File: src/rtl/gate_bist.sv
// Built-in self test for the primitive gate library: sweeps {a,b} through all
// four patterns, samples the five gate outputs and accumulates mismatch results.
module gate_bist #(
    parameter int SETTLE = 2,
    parameter int ROUNDS = 1
) (
    input  logic       clk,
    input  logic       rst_n,
    input  logic       start,
    output logic       a,
    output logic       b,
    input  logic       nand_in,
    input  logic       not_in,
    input  logic       or_in,
    input  logic       exor_in,
    input  logic       and_in,
    output logic       busy,
    output logic       done,
    output logic       pass,
    output logic [4:0] err_mask,
    output logic [7:0] err_count,
    output logic       first_fail_valid,
    output logic [1:0] first_fail_ab
);

    localparam int WW = (SETTLE > 1) ? $clog2(SETTLE) : 1;
    localparam int RW = (ROUNDS > 1) ? $clog2(ROUNDS) : 1;
    localparam logic [WW-1:0] WLAST = WW'(SETTLE - 1);
    localparam logic [RW-1:0] RLAST = RW'(ROUNDS - 1);

    typedef enum logic [1:0] {S_IDLE, S_WAIT, S_CHECK, S_DONE} state_t;

    state_t          r_state, w_state;
    logic [1:0]      r_p, w_p;
    logic [RW-1:0]   r_round, w_round;
    logic [WW-1:0]   r_wait, w_wait;
    logic            r_a, r_b, r_busy, r_done, r_pass, r_ffv;
    logic            w_a, w_b, w_busy, w_done, w_pass, w_ffv;
    logic [4:0]      r_mask, w_mask;
    logic [7:0]      r_cnt, w_cnt;
    logic [1:0]      r_ffab, w_ffab;

    logic [4:0]      w_gold, w_mis;
    logic [2:0]      w_pop;
    logic [8:0]      w_sum;
    logic [7:0]      w_cnt_sat;

    // Bit order matches err_mask: [0] nand, [1] not, [2] or, [3] exor, [4] and
    assign w_gold = {r_a & r_b, r_a ^ r_b, r_a | r_b, ~r_a, ~(r_a & r_b)};
    assign w_mis  = w_gold ^ {and_in, exor_in, or_in, not_in, nand_in};
    assign w_pop  = 3'(w_mis[0]) + 3'(w_mis[1]) + 3'(w_mis[2]) + 3'(w_mis[3]) + 3'(w_mis[4]);
    assign w_sum  = 9'(r_cnt) + 9'(w_pop);
    assign w_cnt_sat = w_sum[8] ? 8'hFF : w_sum[7:0];

    always_comb begin
        w_state = r_state;
        w_p     = r_p;
        w_round = r_round;
        w_wait  = r_wait;
        w_mask  = r_mask;
        w_cnt   = r_cnt;
        w_ffv   = r_ffv;
        w_ffab  = r_ffab;
        w_pass  = r_pass;
        case (r_state)
            S_IDLE: begin
                if (start) begin
                    w_state = S_WAIT;
                    w_p     = '0;
                    w_round = '0;
                    w_wait  = '0;
                    w_mask  = '0;
                    w_cnt   = '0;
                    w_ffv   = 1'b0;
                    w_ffab  = '0;
                    w_pass  = 1'b0;
                end
            end
            S_WAIT: begin
                if (r_wait == WLAST) w_state = S_CHECK;
                else                 w_wait  = r_wait + WW'(1);
            end
            S_CHECK: begin
                w_mask = r_mask | w_mis;
                w_cnt  = w_cnt_sat;
                if (w_mis != '0 && !r_ffv) begin
                    w_ffv  = 1'b1;
                    w_ffab = {r_a, r_b};
                end
                w_wait = '0;
                if (r_p != 2'd3) begin
                    w_p     = r_p + 2'd1;
                    w_state = S_WAIT;
                end else if (r_round != RLAST) begin
                    w_p     = '0;
                    w_round = r_round + RW'(1);
                    w_state = S_WAIT;
                end else begin
                    w_state = S_DONE;
                end
            end
            S_DONE:  w_state = S_IDLE;
            default: w_state = S_IDLE;
        endcase
        // Outputs are registered, so they are derived from the next state.
        if (w_state == S_DONE) w_pass = (w_cnt == '0);
        w_busy = (w_state == S_WAIT) || (w_state == S_CHECK);
        w_done = (w_state == S_DONE);
        w_a    = w_busy & w_p[0];
        w_b    = w_busy & w_p[1];
    end

    always_ff @(posedge clk or negedge rst_n) begin
        if (!rst_n) begin
            r_state <= S_IDLE;
            r_p     <= '0;
            r_round <= '0;
            r_wait  <= '0;
            r_a     <= 1'b0;
            r_b     <= 1'b0;
            r_busy  <= 1'b0;
            r_done  <= 1'b0;
            r_pass  <= 1'b0;
            r_ffv   <= 1'b0;
            r_mask  <= '0;
            r_cnt   <= '0;
            r_ffab  <= '0;
        end else begin
            r_state <= w_state;
            r_p     <= w_p;
            r_round <= w_round;
            r_wait  <= w_wait;
            r_a     <= w_a;
            r_b     <= w_b;
            r_busy  <= w_busy;
            r_done  <= w_done;
            r_pass  <= w_pass;
            r_ffv   <= w_ffv;
            r_mask  <= w_mask;
            r_cnt   <= w_cnt;
            r_ffab  <= w_ffab;
        end
    end

    assign a                = r_a;
    assign b                = r_b;
    assign busy             = r_busy;
    assign done             = r_done;
    assign pass             = r_pass;
    assign err_mask         = r_mask;
    assign err_count        = r_cnt;
    assign first_fail_valid = r_ffv;
    assign first_fail_ab    = r_ffab;

endmodule

File: config.mk
export PLATFORM = sky130hd
export DESIGN_NAME = gate_bist
export DESIGN_NICKNAME = d
export VERILOG_FILES = /design/src/rtl/gate_bist.sv
export SDC_FILE = /design/constraint.sdc
export NUM_CORES = 1
export LEC_CHECK = 0
export ABC_CLOCK_PERIOD_IN_PS = 5100
export CAP_MARGIN = 25
export CORE_AREA = 2 2 64 66
export DETAILED_ROUTE_END_ITERATION = 6
export DIE_AREA = 0 0 66 68
export PLACE_DENSITY = 0.69
export SLEW_MARGIN = 20
export SYNTH_ARGS = -nofsm -noshare
export SYNTH_HDL_FRONTEND = slang
export SYNTH_SLANG_ARGS = --single-unit
File: constraint.sdc
create_clock -name clk -period 5.1 [get_ports clk]
set_input_delay 0.51 -clock clk [delete_from_list [all_inputs] [get_ports clk]]
set_output_delay 0.51 -clock clk [all_outputs]
set_load 0.01 [all_outputs]
==> impl_metrics.env <==
export IMPL_end_kind="flip-flop"
export IMPL_crit_slowest_cell="or4_1"
export IMPL_antenna_found_initial=0
export IMPL_n_fill_cell=370
export IMPL_postCtsSetupBuffers=0
export IMPL_criticalPathCategory="primary input to flip-flop"
export IMPL_power_leakage_nw=0.833
export IMPL_gr_total_overflow=0
export IMPL_ys_async_sr_fraction_pct=100
export IMPL_yosys_top_cells_area="dfrtp_1 45%, ha_1 6.0%, a21oi_1 5.1%"
export IMPL_grt_pass1_vias=1170
export IMPL_syn_num_nets=162
export IMPL_synthTopCellsByCount="26 x dfrtp_1, 15 x a21oi_1, 14 x nand2_1, 11 x nor2_1, 10 x o21ai_0"
export IMPL_maxCapViolations=0
export IMPL_io_pins=29
export IMPL_drive_gt1_share_pct=6.98
export IMPL_max_freq_mhz=252
export IMPL_clock_latency_ns=0.27
export IMPL_synth_warnings=0
export IMPL_critical_path_buf_inv_count=2
export IMPL_die_width_um=66
export IMPL_hold_path_class="flip-flop to flip-flop"
export IMPL_hpwl_um=2520
export IMPL_die_h_um=68
export IMPL_path_clk_slew_ns=0.09
export IMPL_setup_viol=0
export IMPL_reg2reg_from="a$_DFF_PN0_"
export IMPL_wl_per_cell_um=15.2
export IMPL_setup_tns_ns=0
export IMPL_ys_seq_area_share_pct=44.6
export IMPL_holdBufCountCts=0
export IMPL_cts_buffers=3
export IMPL_dieArea_mm2=0.00449
export IMPL_cts_repair_resized=0
export IMPL_area_growth_pct=25.3
export IMPL_clock_root_buffer="clkbuf_8"
export IMPL_skew_ns=0.00345
export IMPL_ys_seq_elements=26
export IMPL_cts_sinks=26
export IMPL_synth_cell_type_count=38
export IMPL_drtAntennaViolNets=0
export IMPL_placed_area_mm2=0.00177
export IMPL_crit_chain="clkdlybuf4s50_1 > xor2_1 > fa_1 > inv_1 > fa_1 > ha_1 > fa_1 > a21o_1 > nand4_1 > nand2_1 > or4_1 > o31ai_2"
export IMPL_layout_nets=191
export IMPL_min_from="err_mask[2]$_DFFE_PN0P_"
export IMPL_gp_congestion=0.908
export IMPL_synth_most_common_cell="dfrtp_1"
export IMPL_slew_headroom_pct=55.3
export IMPL_dp_cells=218
export IMPL_post_route_period_util_pct=77.7
export IMPL_critical_path_required_ns=5.28
export IMPL_initial_utilization_pct=37.8
export IMPL_yosys_area_top_type="dfrtp_1"
export IMPL_drv_slew=0
export IMPL_synth_top_area_share_pct=44.6
export IMPL_cp_startpoint="or_in"
export IMPL_drtIter0Drc=34
export IMPL_cp_top_family="adder cells"
export IMPL_stdcell_area_mm2=0.00183
export IMPL_via_count=1185
export IMPL_io_buffers=28
export IMPL_synth_cells=144
export IMPL_syn_cell_area_mm2=0.00146
export IMPL_routed_via_density=5.34
export IMPL_drc=0
export IMPL_arrival_ns=4.15
export IMPL_grt_max_degree=27
export IMPL_startpoint_type="primary input"
export IMPL_synth_main_ff_cell="dfrtp_1"
export IMPL_finalHoldViolations=0
export IMPL_crit_top_cell="fa_1"
export IMPL_status="completed"
export IMPL_drtPass1Iterations=4
export IMPL_htreeDepth=1
export IMPL_clockBufferDepth=2
export IMPL_fin_cells=222
export IMPL_period_needed_ns=3.96
export IMPL_cp_max_fo=5
export IMPL_grt_use_total_pct=16.7
export IMPL_n_antenna_cell=0
export IMPL_rsz0062_at_grt="no"
export IMPL_vdd_drop_max_uv=317
export IMPL_avgSynthCellArea_um2=10.1
export IMPL_grt_pass1_wl_um=5600
export IMPL_tritoncts="built"
export IMPL_worst_pin_slew_ns=0.670
export IMPL_fin_util_pct=47.4
export IMPL_rows=23
export IMPL_worst_path_largest_cell_delay_ns=0.51
export IMPL_core_area_mm2=0.00386
export IMPL_synth_edf_count=0
export IMPL_wl_um=3370
export IMPL_power_density_mw_per_mm2=562
## where the power goes
part	switching, mW	internal, mW
logic	0.289	0.257
clock network	0.0657	0.0691
registers	0.0743	0.273
## sequential cells by signal (all words and copies together), names as in the netlist
signal            flops
err_count             8
err_mask              5
first_fail_ab         2
r_p                   2
r_state               2
a                     1
b                     1
busy                  1
done                  1
first_fail_valid      1
pass                  1
r_wait                1
## per-layer routing
metal  share of wire, %  track usage [%]
met5                  0                0
met4                1.2             5.87
met3                3.8             3.45
met2                 52             29.7
met1                 43             20.1
## through the flow
| step | total power, mW | hold WS (ns) | worst slack [ns] |
|---|---|---|---|
| 2_1_floorplan | 0.702 | 0.214 | 1.41 |
| 3_3_place_gp | 0.871 | 0.481 | 1.01 |
| 3_5_place_dp | 0.894 | 0.483 | 0.871 |
| 4_1_cts | 1.03 | 0.508 | 1.18 |
| 5_1_grt | 1.12 | 0.538 | 0.917 |
| 6_report | 1.03 | 0.506 | 1.14 |
## cells in the final DEF, fill, tap and decap left out, drive strengths merged
cell and instances:
nand3 2, o31ai 2, clkdlybuf4s50 28, or2b 1, o21bai 1, a22oi 3, or4 1, xnor2 2
o311ai 1, nor2 11, a21oi 15, a21o 3, nand4 2, and2 2, a2bb2oi 1, fa 3
a22o 2, ha 7, nand4b 1, nor3 1, o21ai 10, nor4b 2, nor2b 4, a31oi 3
nand2 14, nor3b 1, clkbuf 4, mux2 2, nor4 1, and3 1, xor2 5, inv 7
o211ai 1, buf 1, dfrtp 26, and4 1
## worst reg2reg max path, stage by stage, from the launching register on
cell and delay [ns]:
dfrtp_1 0.43, inv_1 0.08, ha_1 0.21, xor2_1 0.27, fa_1 0.47, inv_1 0.08, fa_1 0.43, ha_1 0.23
fa_1 0.44, a21o_1 0.24, nand4_1 0.18, nand2_1 0.10, or4_1 0.51, o31ai_2 0.21
## final cells by class
class                   instances  area [µm²]  area share [%]
clock buffers                   4        55.1            3.01
multi-input cells             106         746            40.8
flip-flops and latches         26         651            35.6
inverters                       7        26.3            1.44
well taps                      50        62.6            3.42
repair buffers                 29         288            15.7
## path summary, 6_finish.rpt
check,to,slack [ns],cells past startpoint
worst min-delay path,err_mask[2]$_DFFE_PN0P_,0.51,2
worst min register to register,err_mask[2]$_DFFE_PN0P_,0.51,2
worst max register to register,pass$_DFFE_PN0P_,1.14,13
worst max-delay path,pass$_DFFE_PN0P_,1.14,12
min in group asynchronous,err_count[5]$_DFF_PN0_,0.60,2
max in group asynchronous,err_count[2]$_DFF_PN0_,4.25,2
## cells by family after synthesis
logic type / Yosys count / synth area share (%)
AO/OA/AOI/OAI: 42 / 18.5
XOR/XNOR: 7 / 4.20
adder cells (fa/ha/maj): 10 / 10.1
buffers and inverters: 12 / 4.29
flip-flops: 26 / 44.6
multiplexers: 2 / 1.54
AND/OR/NAND/NOR: 45 / 16.7
Note: power is estimated with default switching activity, not from simulation.
==> RTL change (config.mk and constraints unchanged) <==
The 4 states of `state_t` get a Gray code encoding in 2 bits.
--- a/src/rtl/gate_bist.sv
+++ b/src/rtl/gate_bist.sv
@@ -29,5 +29,5 @@
     localparam logic [RW-1:0] RLAST = RW'(ROUNDS - 1);
 
-    typedef enum logic [1:0] {S_IDLE, S_WAIT, S_CHECK, S_DONE} state_t;
+    typedef enum logic [1:0] {S_IDLE = 2'b00, S_WAIT = 2'b01, S_CHECK = 2'b11, S_DONE = 2'b10} state_t;
 
     state_t          r_state, w_state;
Function: no difference found for any inputs over 10 cycles, from zero or initial values and one cycle with rst_n low; not proved beyond that.
==> RTL change against the unedited design <==
Power grew 1.6%; global-route usage shrank 0.34 points; area after synthesis grew 7.4%; combinational power grew 10%; sequential share of layout area shrank 2.0 points; setup slack lost 180 ps; sequential cell count is the same; wire length grew 3.0%; worst hold slack gained 11 ps; highest routed layer unchanged; first-iteration DRC count grew to 2.7 times the old value; cell area grew 6.0%; via count grew 7.9%; utilization grew 2.9 points.
==> RTL change: results (changes against the unedited design) <==
- Syn nets: 181 (was 162)
- # fillers: 355 (was 370)
- Number of global-route vias before repair: 1,271 (was 1,170)
- Clock Latency Late Sink: approximately 260 ps
- Clock root cell: clkbuf_8 (unchanged)
- Worst slew pin tran: 701 ps (was 670 ps)
- Largest cells by area after synthesis: dfrtp_1 (42%), ha_1 (8.0%), a21oi_1 (6.7%) (was dfrtp_1 (45%), ha_1 (6.0%), a21oi_1 (5.1%))
- Leak: 0.873 nW (was 0.833 nW)
- Distinct cells, synth: 39 (was 38)
- CP max-delay cell: fa_1 (was or4_1)
- Routability cong.: 0.906 (was 0.908)
- YS warnings: 0 (unchanged)
- Global Route Usage Sum: 0.163 (was 0.167)
- Fmax: 241 MHz (was 252 MHz)
- Post-DP HPWL: 2640 um (was 2520 um)
- Placed cell count: 234 (was 218)
- Pre-CTS WS: 697 ps (was 871 ps)
- Post-Route WL: 3470 um (was 3370 um)
- Post-CTS setup buffer count: 0 (unchanged)
- Post-Syn Instances: 160 (was 144)
- Seq/Total Area, Yosys: 0.415 (was 0.446)
- Fin Clk Skew: 6.83 ps (was 3.45 ps)
- Max reg flops: 8 (unchanged)
- Final Hold Slack: 518 ps (was 506 ps)
- Via-to-Cell Ratio: 5.37 (was 5.34)
- Final net count: 210 (was 191)
- First-pass GRT wire length: 5660 um (was 5600 um)
- Crit path DAT: 4320 ps (was 4150 ps)
- Largest stage delay, worst path: 530 ps (was 510 ps)
- Share of cells above drive strength 1: 0.0585 (was 0.0698)
- Post-synth top flop: dfrtp_1 (unchanged)
- Status: finished clean (unchanged)
- VDD IR max: 0.153 mV (was 0.317 mV)
- Drt initial violations: 92 (was 34)
- Non-Filler Instances: 238 (was 222)
- Commonest cells in the netlist: dfrtp_1 (26), a21oi_1 (21), nor2_1 (17), inv_1 (13), ha_1 (10) (was dfrtp_1 (26), a21oi_1 (15), nand2_1 (14), nor2_1 (11), o21ai_0 (10))
- H-tree depth: 1 (unchanged)
- Sw Share: 0.419 (was 0.418)
- CP max FO: 5 (unchanged)
- R2R Setup Slk: 960 ps (was 1140 ps)
==> RTL change: cell count changes after synthesis, moves of 3 or more <==
cell / change
a21oi_1: +6
a221o_1: +3
a22oi_1: -3
a31oi_1: -3
ha_1: +3
inv_1: +6
nand2_1: -9
nand2b_1: +3
nor2_1: +6
nor2b_1: -3
o21ai_0: -4
==> RTL change: worst paths after layout <==
kind / startpoint / endpoint / depth (start not counted)
max: or_in / pass / 13
min: r_wait / r_wait / 1
max reg2reg: a / pass / 14
min reg2reg: r_wait / r_wait / 1
max in group asynchronous: rst_n / err_mask[1] / 2
min in group asynchronous: rst_n / err_mask[0] / 2
==> RTL change: logic make-up after synthesis <==
| logic type | Yosys count | share of synthesized area |
|---|---|---|
| AOI/OAI and AO/OA | 48 | 0.204 |
| and+or+nand+nor | 46 | 0.154 |
| buffers and inverters | 18 | 0.0527 |
| xor gates and xnor gates | 6 | 0.0336 |
| adders and majority gates | 13 | 0.118 |
| muxes | 3 | 0.0216 |
| DFF | 26 | 0.415 |
==> RTL change: area by class of cell <==
class / instances / share of cell area
clock buffers: 4 / 0.0284
flip-flops and latches: 26 / 0.336
inverters: 13 / 0.0252
repair buffers: 29 / 0.148
multi-input cells: 116 / 0.430
well taps: 50 / 0.0323
==> RTL change: routing by layer <==
layer / part of all wire / track usage
met5: 0 / 0
met4: 0.0089 / 0.0510
met3: 0.050 / 0.0197
met2: 0.49 / 0.284
met1: 0.46 / 0.214
==> RTL change: stage by stage <==
| stage | instance area [um^2] | power [mW] |
|---|---|---|
| detailed placement | 1880 | 0.920 |
| global placement | 1880 | 0.905 |
| finish | 1940 | 1.04 |
| floorplan | 1570 | 0.744 |
| CTS | 1940 | 1.05 |
| global route | 1940 | 1.14 |
==> RTL change: power groups by stage <==
stage / clock network [mW] / logic (mW) / registers (mW)
2_1_floorplan: 0 / 0.418 / 0.326
3_3_place_gp: 0 / 0.591 / 0.314
3_5_place_dp: 0 / 0.602 / 0.318
4_1_cts: 0.134 / 0.603 / 0.314
5_1_grt: 0.144 / 0.673 / 0.322
6_report: 0.129 / 0.601 / 0.315
